===== src/rtl/line_rotation_pkg.sv =====
// Shared definitions for the line rotation key path: LFSR polynomial, reset seed,
// scheduler states and the single-step LFSR function used by RTL and bench alike.
package line_rotation_pkg;

  localparam logic [31:0] LFSR_POLY  = 32'h8020_0003;
  localparam logic [31:0] RESET_SEED = 32'h0000_0001;

  typedef enum logic [1:0] {
    IDLE       = 2'd0,
    WAIT_FRAME = 2'd1,
    RUN        = 2'd2
  } state_e;

  // Galois right-shift step; feedback taps applied when the outgoing bit is 1.
  function automatic logic [31:0] step(input logic [31:0] x);
    return x[0] ? ((x >> 1) ^ LFSR_POLY) : (x >> 1);
  endfunction

endpackage


===== src/rtl/lfsr32_galois.sv =====
// 32-bit Galois LFSR with load, step and combined load-and-step.
module lfsr32_galois
  import line_rotation_pkg::*;
(
  input  logic        clk,
  input  logic        reset_n,
  input  logic        i_load,
  input  logic        i_step,
  input  logic [31:0] i_load_val,
  output logic [31:0] o_value
);

  logic [31:0] r_value;
  logic [31:0] w_value_d;

  // Load-and-step lets a reseed and the first active line share one edge.
  always_comb begin
    w_value_d = r_value;
    if (i_load && i_step) begin
      w_value_d = step(i_load_val);
    end else if (i_load) begin
      w_value_d = i_load_val;
    end else if (i_step) begin
      w_value_d = step(r_value);
    end
  end

  // LFSR state register.
  always_ff @(posedge clk or negedge reset_n) begin
    if (!reset_n) begin
      r_value <= RESET_SEED;
    end else begin
      r_value <= w_value_d;
    end
  end

  assign o_value = r_value;

endmodule


===== src/rtl/cut_position_scheduler.sv =====
// Per-line cut key generator: tracks BT.656 H/V/F timing, reseeds the LFSR at each
// field-1 start and steps it once per active line so both link ends stay in lockstep.
module cut_position_scheduler
  import line_rotation_pkg::*;
#(
  parameter int unsigned CUT_WIDTH = 8,
  parameter int unsigned MAX_LINES = 525
) (
  input  logic                 clk,
  input  logic                 reset_n,
  input  logic                 enable,
  input  logic                 H,
  input  logic                 V,
  input  logic                 F,
  input  logic [31:0]          key,
  input  logic                 key_valid,
  output logic                 key_ready,
  output logic [CUT_WIDTH-1:0] raw_cut_position,
  output logic                 cut_valid,
  output logic [9:0]           active_line,
  output logic                 sync_lost
);

  logic                 r_prev_h, r_prev_v;
  logic                 w_h_rise, w_frame_start;
  logic [31:0]          r_seed, r_pend_key;
  logic                 r_pend_valid;
  logic [31:0]          w_seed_d, w_pend_key_d, w_seed_eff;
  logic                 w_pend_valid_d, w_key_fire;
  state_e               r_state, w_state_d;
  logic [CUT_WIDTH-1:0] r_cut, w_cut_d, w_cut_next;
  logic                 r_cut_valid, w_cut_valid_d;
  logic [9:0]           r_active_line, w_active_line_d;
  logic [9:0]           r_line_cnt, w_line_cnt_d;
  logic                 r_sync_lost, w_sync_lost_d;
  logic                 w_lfsr_load, w_lfsr_step;
  logic [31:0]          w_lfsr_val, w_lfsr_next;

  assign w_h_rise      = H & ~r_prev_h;
  assign w_frame_start = ~V & r_prev_v & ~F;

  // The slot frees on frame_start, so a key offered in that cycle is taken immediately.
  assign key_ready  = ~r_pend_valid | w_frame_start;
  assign w_key_fire = key_valid & key_ready;
  assign w_seed_eff = r_pend_valid ? r_pend_key : r_seed;

  // Value the LFSR holds after this edge if it steps; reseed takes precedence.
  assign w_lfsr_next = w_frame_start ? step(w_seed_eff) : step(w_lfsr_val);
  assign w_cut_next  = CUT_WIDTH'(w_lfsr_next);

  lfsr32_galois u_lfsr (
    .clk        (clk),
    .reset_n    (reset_n),
    .i_load     (w_lfsr_load),
    .i_step     (w_lfsr_step),
    .i_load_val (w_seed_eff),
    .o_value    (w_lfsr_val)
  );

  // Key slot: promote pending key at frame_start, then accept a new offer.
  always_comb begin
    w_seed_d       = r_seed;
    w_pend_key_d   = r_pend_key;
    w_pend_valid_d = r_pend_valid;
    if (w_frame_start && r_pend_valid) begin
      w_seed_d       = r_pend_key;
      w_pend_valid_d = 1'b0;
    end
    if (w_key_fire) begin
      w_pend_key_d   = (key == 32'h0) ? RESET_SEED : key;
      w_pend_valid_d = 1'b1;
    end
  end

  // Next state and output register values for the line scheduler.
  always_comb begin
    w_state_d       = r_state;
    w_cut_d         = r_cut;
    w_cut_valid_d   = r_cut_valid;
    w_active_line_d = r_active_line;
    w_line_cnt_d    = r_line_cnt;
    w_sync_lost_d   = 1'b0;
    w_lfsr_load     = 1'b0;
    w_lfsr_step     = 1'b0;
    if (!enable) begin
      w_state_d       = IDLE;
      w_cut_d         = '0;
      w_cut_valid_d   = 1'b0;
      w_active_line_d = '0;
      w_line_cnt_d    = '0;
    end else begin
      unique case (r_state)
        IDLE: w_state_d = WAIT_FRAME;
        WAIT_FRAME, RUN: begin
          if (w_frame_start) begin
            w_state_d       = RUN;
            w_lfsr_load     = 1'b1;
            w_active_line_d = '0;
            w_line_cnt_d    = '0;
            if (w_h_rise) begin
              w_lfsr_step     = 1'b1;
              w_cut_d         = w_cut_next;
              w_cut_valid_d   = 1'b1;
              w_active_line_d = 10'd1;
              w_line_cnt_d    = 10'd1;
            end
          end else if (r_state == RUN && w_h_rise) begin
            if (32'(r_line_cnt) >= MAX_LINES) begin
              // This h_rise pushes the count past MAX_LINES: timing is lost.
              w_state_d       = WAIT_FRAME;
              w_sync_lost_d   = 1'b1;
              w_cut_d         = '0;
              w_cut_valid_d   = 1'b0;
              w_active_line_d = '0;
              w_line_cnt_d    = '0;
            end else begin
              w_line_cnt_d = r_line_cnt + 10'd1;
              if (!V) begin
                w_lfsr_step     = 1'b1;
                w_cut_d         = w_cut_next;
                w_cut_valid_d   = 1'b1;
                w_active_line_d = (r_active_line == 10'h3FF) ? r_active_line
                                                             : r_active_line + 10'd1;
              end else begin
                w_cut_valid_d = 1'b0;
              end
            end
          end
        end
        default: w_state_d = IDLE;
      endcase
    end
  end

  // State, edge-detect, key slot and output registers.
  always_ff @(posedge clk or negedge reset_n) begin
    if (!reset_n) begin
      r_prev_h      <= 1'b0;
      r_prev_v      <= 1'b1;
      r_seed        <= RESET_SEED;
      r_pend_key    <= '0;
      r_pend_valid  <= 1'b0;
      r_state       <= IDLE;
      r_cut         <= '0;
      r_cut_valid   <= 1'b0;
      r_active_line <= '0;
      r_line_cnt    <= '0;
      r_sync_lost   <= 1'b0;
    end else begin
      r_prev_h      <= H;
      r_prev_v      <= V;
      r_seed        <= w_seed_d;
      r_pend_key    <= w_pend_key_d;
      r_pend_valid  <= w_pend_valid_d;
      r_state       <= w_state_d;
      r_cut         <= w_cut_d;
      r_cut_valid   <= w_cut_valid_d;
      r_active_line <= w_active_line_d;
      r_line_cnt    <= w_line_cnt_d;
      r_sync_lost   <= w_sync_lost_d;
    end
  end

  assign raw_cut_position = r_cut;
  assign cut_valid        = r_cut_valid;
  assign active_line      = r_active_line;
  assign sync_lost        = r_sync_lost;

endmodule


===== config.mk =====
export PLATFORM = sky130hd
export DESIGN_NAME = cut_position_scheduler
export DESIGN_NICKNAME = d
export VERILOG_FILES = /design/src/rtl/line_rotation_pkg.sv /design/src/rtl/lfsr32_galois.sv /design/src/rtl/cut_position_scheduler.sv
export SDC_FILE = /design/constraint.sdc
export NUM_CORES = 1
export LEC_CHECK = 0
export CORE_MARGIN = 1
export CORE_UTILIZATION = 60
export DETAILED_ROUTE_END_ITERATION = 12
export PLACE_DENSITY = 0.81
export SETUP_SLACK_MARGIN = 0.5
export SLEW_MARGIN = 20
export SYNTH_ARGS = -nofsm -noshare
export SYNTH_HDL_FRONTEND = slang
export SYNTH_HIERARCHICAL = 1
export SYNTH_SLANG_ARGS = --single-unit

===== constraint.sdc =====
create_clock -name clk -period 3.9 [get_ports clk]
set_input_delay 0.585 -clock clk [delete_from_list [all_inputs] [get_ports clk]]
set_output_delay 0.585 -clock clk [all_outputs]
set_load 0.03 [all_outputs]

==> summary.txt <==
Synthesis
  • Asr flop ratio synth: 100%
  • Post-synth net total: 527
  • Post-synth cell types: 55
  • Post-synthesis sequential area ratio: 50.1%
  • Top FF cell, synth: dfrtp_1
  • Cell count after synthesis: 481
  • Number of synthesized flops with an enable pin: 0
  • Number of synthesized register bits: 131
  • Synthesized cell area: 6550 µm²
  • Ys Warns: 6
  • Mean Syn Cell Area: 13.6 µm²

Setup path
  • Crit Reg-Reg Endpoint: u_lfsr/o_value[7]
  • Critical Path Source Type: input pin
  • Worst setup EP type: primary output
  • Crit path cell chain: clkdlybuf4s50_1, or3b_2, nand2_1, clkdlybuf4s50_1
  • Req. time, crit path: 3.31 ns
  • Cell at the slowest stage of the critical path: clkdlybuf4s50_1
  • R2r setup slk: 1.31 ns
  • Critical path arrival: 2.73 ns
  • WS Path Type: input pin to primary output
  • Reg2Reg Depth: 7
  • Worst r2r src: r_prev_v
  • Most used cell, CP: clkdlybuf4s50_1
  • Worst-path fanout max: 12
  • CP max stage delay: 0.70 ns

Power and ir drop
  • Switching part of the total power: 26.2%
  • Cell Int Power: 0.00352 W
  • Pleak: 3.25 nW
  • Sw power: 0.00125 W
  • Sequential power share: 43.1%
  • Clock power frac: 35.8%
  • Tot Pwr: 0.00476 W
  • Peak VDD IR: 384 µV
  • Power per standard cell area: 605 nW/µm²
  • Combinational Power Share: 21.0%

Clock tree
  • Post-CTS Resized: 0
  • Latest clock arrival within the worst-skew pair: 0.53 ns
  • Worst-path clk slew: 0.06 ns
  • H-tree Lvls: 4
  • CTS root buf: clkbuf_8
  • Hold buffer count at CTS: 0
  • CTS tree: done
  • Clock Tree Buf Depth: 2
  • Number of buffers created by CTS: 17
  • Post-CTS Setup Inserts: 0
  • CTS sink cnt: 131

Layout
  • Number of fill cells: 688
  • Commonest non-fill, non-tap cell in the layout: dfrtp_1
  • Nets: 588
  • Layout cells sized above 1: 32.8%
  • Final Util: 75.2%
  • Antenna cells: 0
  • Most frequent cells in the layout: dfrtp_1, mux2_2, clkdlybuf4s50_1
  • Area delta synth->final: 20.2%

Route
  • Drt total wl: 13,500 µm
  • Initial drt markers: 291
  • Vias: 4,295
  • Drc violations: 0
  • Wire per inst: 19.6 µm
  • Drt first pass iters: 4
  • DR vias/cell: 6.22
  • Final antenna-violating net count: 0

GRT
  • Total GRT Usage: 26.9%
  • Pin count of the biggest net entering global routing: 70
  • Total gr overflow: 0
  • Initial antenna violation count: 0
  • First-pass GRT wire length: 23,100 µm
  • Vias in the first global route: 4,697

Floorplanning
  • I/O pins: 60
  • Die width: 106 µm
  • Initial cell density of the core: 62.6%
  • Cell Rows: 37
  • Floorplan core area: 10,500 µm²
  • Die Area: 11,300 µm²
  • Die extent in y: 106 µm

STA
  • Clock skew: 0.00924 ns
  • Actual slew at the worst max-slew pin: 0.874 ns
  • Final worst setup slack: 0.584 ns
  • Setup violators final: 0
  • Fin crit share: 85.0%
  • Count of pins over their slew limit: 0
  • RSZ-0062 raised after global routing: no
  • Max frequency: 302 MHz
  • Slew headroom: 41.7%
  • Crit path time final: 3.32 ns
  • Final TNS setup: 0 ns
  • Final Hold Vio Count: 0

Hold path
  • Class of the worst hold path: input pin to asynchronous set/reset pin

Run status
  • Run status: finished clean

Place
  • Port Buf Inserts: 59
  • Dpl hpwl: 9040 µm
  • Worst slack, placed: 0.603 ns
  • RD Place Congestion: 0.917

Run
  • Number of max-cap violations: 0
==> power by group through the flow <==
stage,registers [W],logic [W],clock network (W)
CTS,0.00205,0.00101,0.00173
detailed placement,0.00206,0.00100,0
global route,0.00211,0.00109,0.00179
global placement,0.00203,0.000956,0
finish,0.00205,0.00100,0.00171
floorplan,0.00199,0.000743,0
==> registers in the layout (all words and copies together), names as in the netlist <==
| signal | cells |
|---|---|
| active_line | 10 |
| r_prev_v | 1 |
| sync_lost | 1 |
| u_lfsr/o_value | 32 |
| r_state | 2 |
| r_line_cnt | 10 |
| r_pend_key | 32 |
| cut_valid | 1 |
| r_prev_h | 1 |
| r_pend_valid | 1 |
| raw_cut_position | 8 |
| r_seed | 32 |
==> logic make-up after synthesis <==
kind of cell / after synthesis / synth area share, %
compound gates: 73 / 7.64
xor+xnor: 10 / 1.34
fa+ha+maj: 7 / 1.34
buf+inv: 38 / 3.50
flops: 131 / 50.1
mux: 134 / 28.8
simple gates: 88 / 7.30
==> worst max path at each step <==
stage,start,endpoint,cells past startpoint
after floorplan,V,u_lfsr/o_value[14],6
after global placement,V,key_ready,4
after detailed placement,V,key_ready,4
after CTS,V,key_ready,4
after global routing,V,key_ready,4
final,V,key_ready,4
==> critical path, delay by kind of cell <==
family                 cells  cell delay, ns
buffers and inverters      2            1.26
AND/OR/NAND/NOR            2            0.87
==> metal layers <==
layer | part of all wire [%] | track usage, % | up-vias
li1 | - | - | 1939
met1 | 43 | 34.3 | 2240
met4 | 0.70 | 9.00 | 0
met3 | 3.9 | 5.82 | 9
met5 | 0 | 0 | -
met2 | 53 | 45.9 | 107
==> cell type report <==
cell class | instances | area, µm² | share of cell area (%)
Clock buffer | 20 | 435 | 5.53
Clock inverter | 12 | 205 | 2.61
Inverter | 10 | 37.5 | 0.477
Multi-Input combinational cell | 312 | 3050 | 38.7
Sequential cell | 131 | 3280 | 41.7
Tap cell | 136 | 170 | 2.16
Timing Repair Buffer | 70 | 696 | 8.84
==> cell usage after synthesis, types with 3 or more instances <==
cell,instances,share of area (%)
mux4_2,28,9.6
and3_1,7,0.67
nor2_1,13,0.75
dfrtp_1,128,49
nand2_1,17,0.97
a31oi_1,4,0.38
mux4_1,3,1.2
buf_2,13,0.99
a32o_1,6,0.92
nand2b_1,4,0.38
nand3_1,7,0.53
o2bb2ai_1,6,0.80
xor2_1,8,1.1
o21ai_1,3,0.23
nor3_1,4,0.31
o21a_1,3,0.34
nor2b_1,8,0.76
a21oi_1,11,0.84
nor4_1,10,0.96
clkbuf_1,5,0.29
mux2_4,5,1.1
o21ai_0,19,1.5
a22o_1,4,0.53
mux2_2,95,16
ha_1,7,1.3
a211oi_1,5,0.57
inv_1,10,0.57
buf_1,3,0.17
nand4_1,7,0.67
dfstp_2,3,1.2
buf_6,5,0.86
==> through the flow <==
stage,cells,hold slack (ns),instance area [µm²]
2_1_floorplan,481,0.289,6550
3_3_place_gp,659,0.465,7230
3_5_place_dp,659,0.475,7230
4_1_cts,691,0.202,7870
5_1_grt,691,0.250,7870
6_report,691,0.178,7870
(Power assumes the default switching activity.)
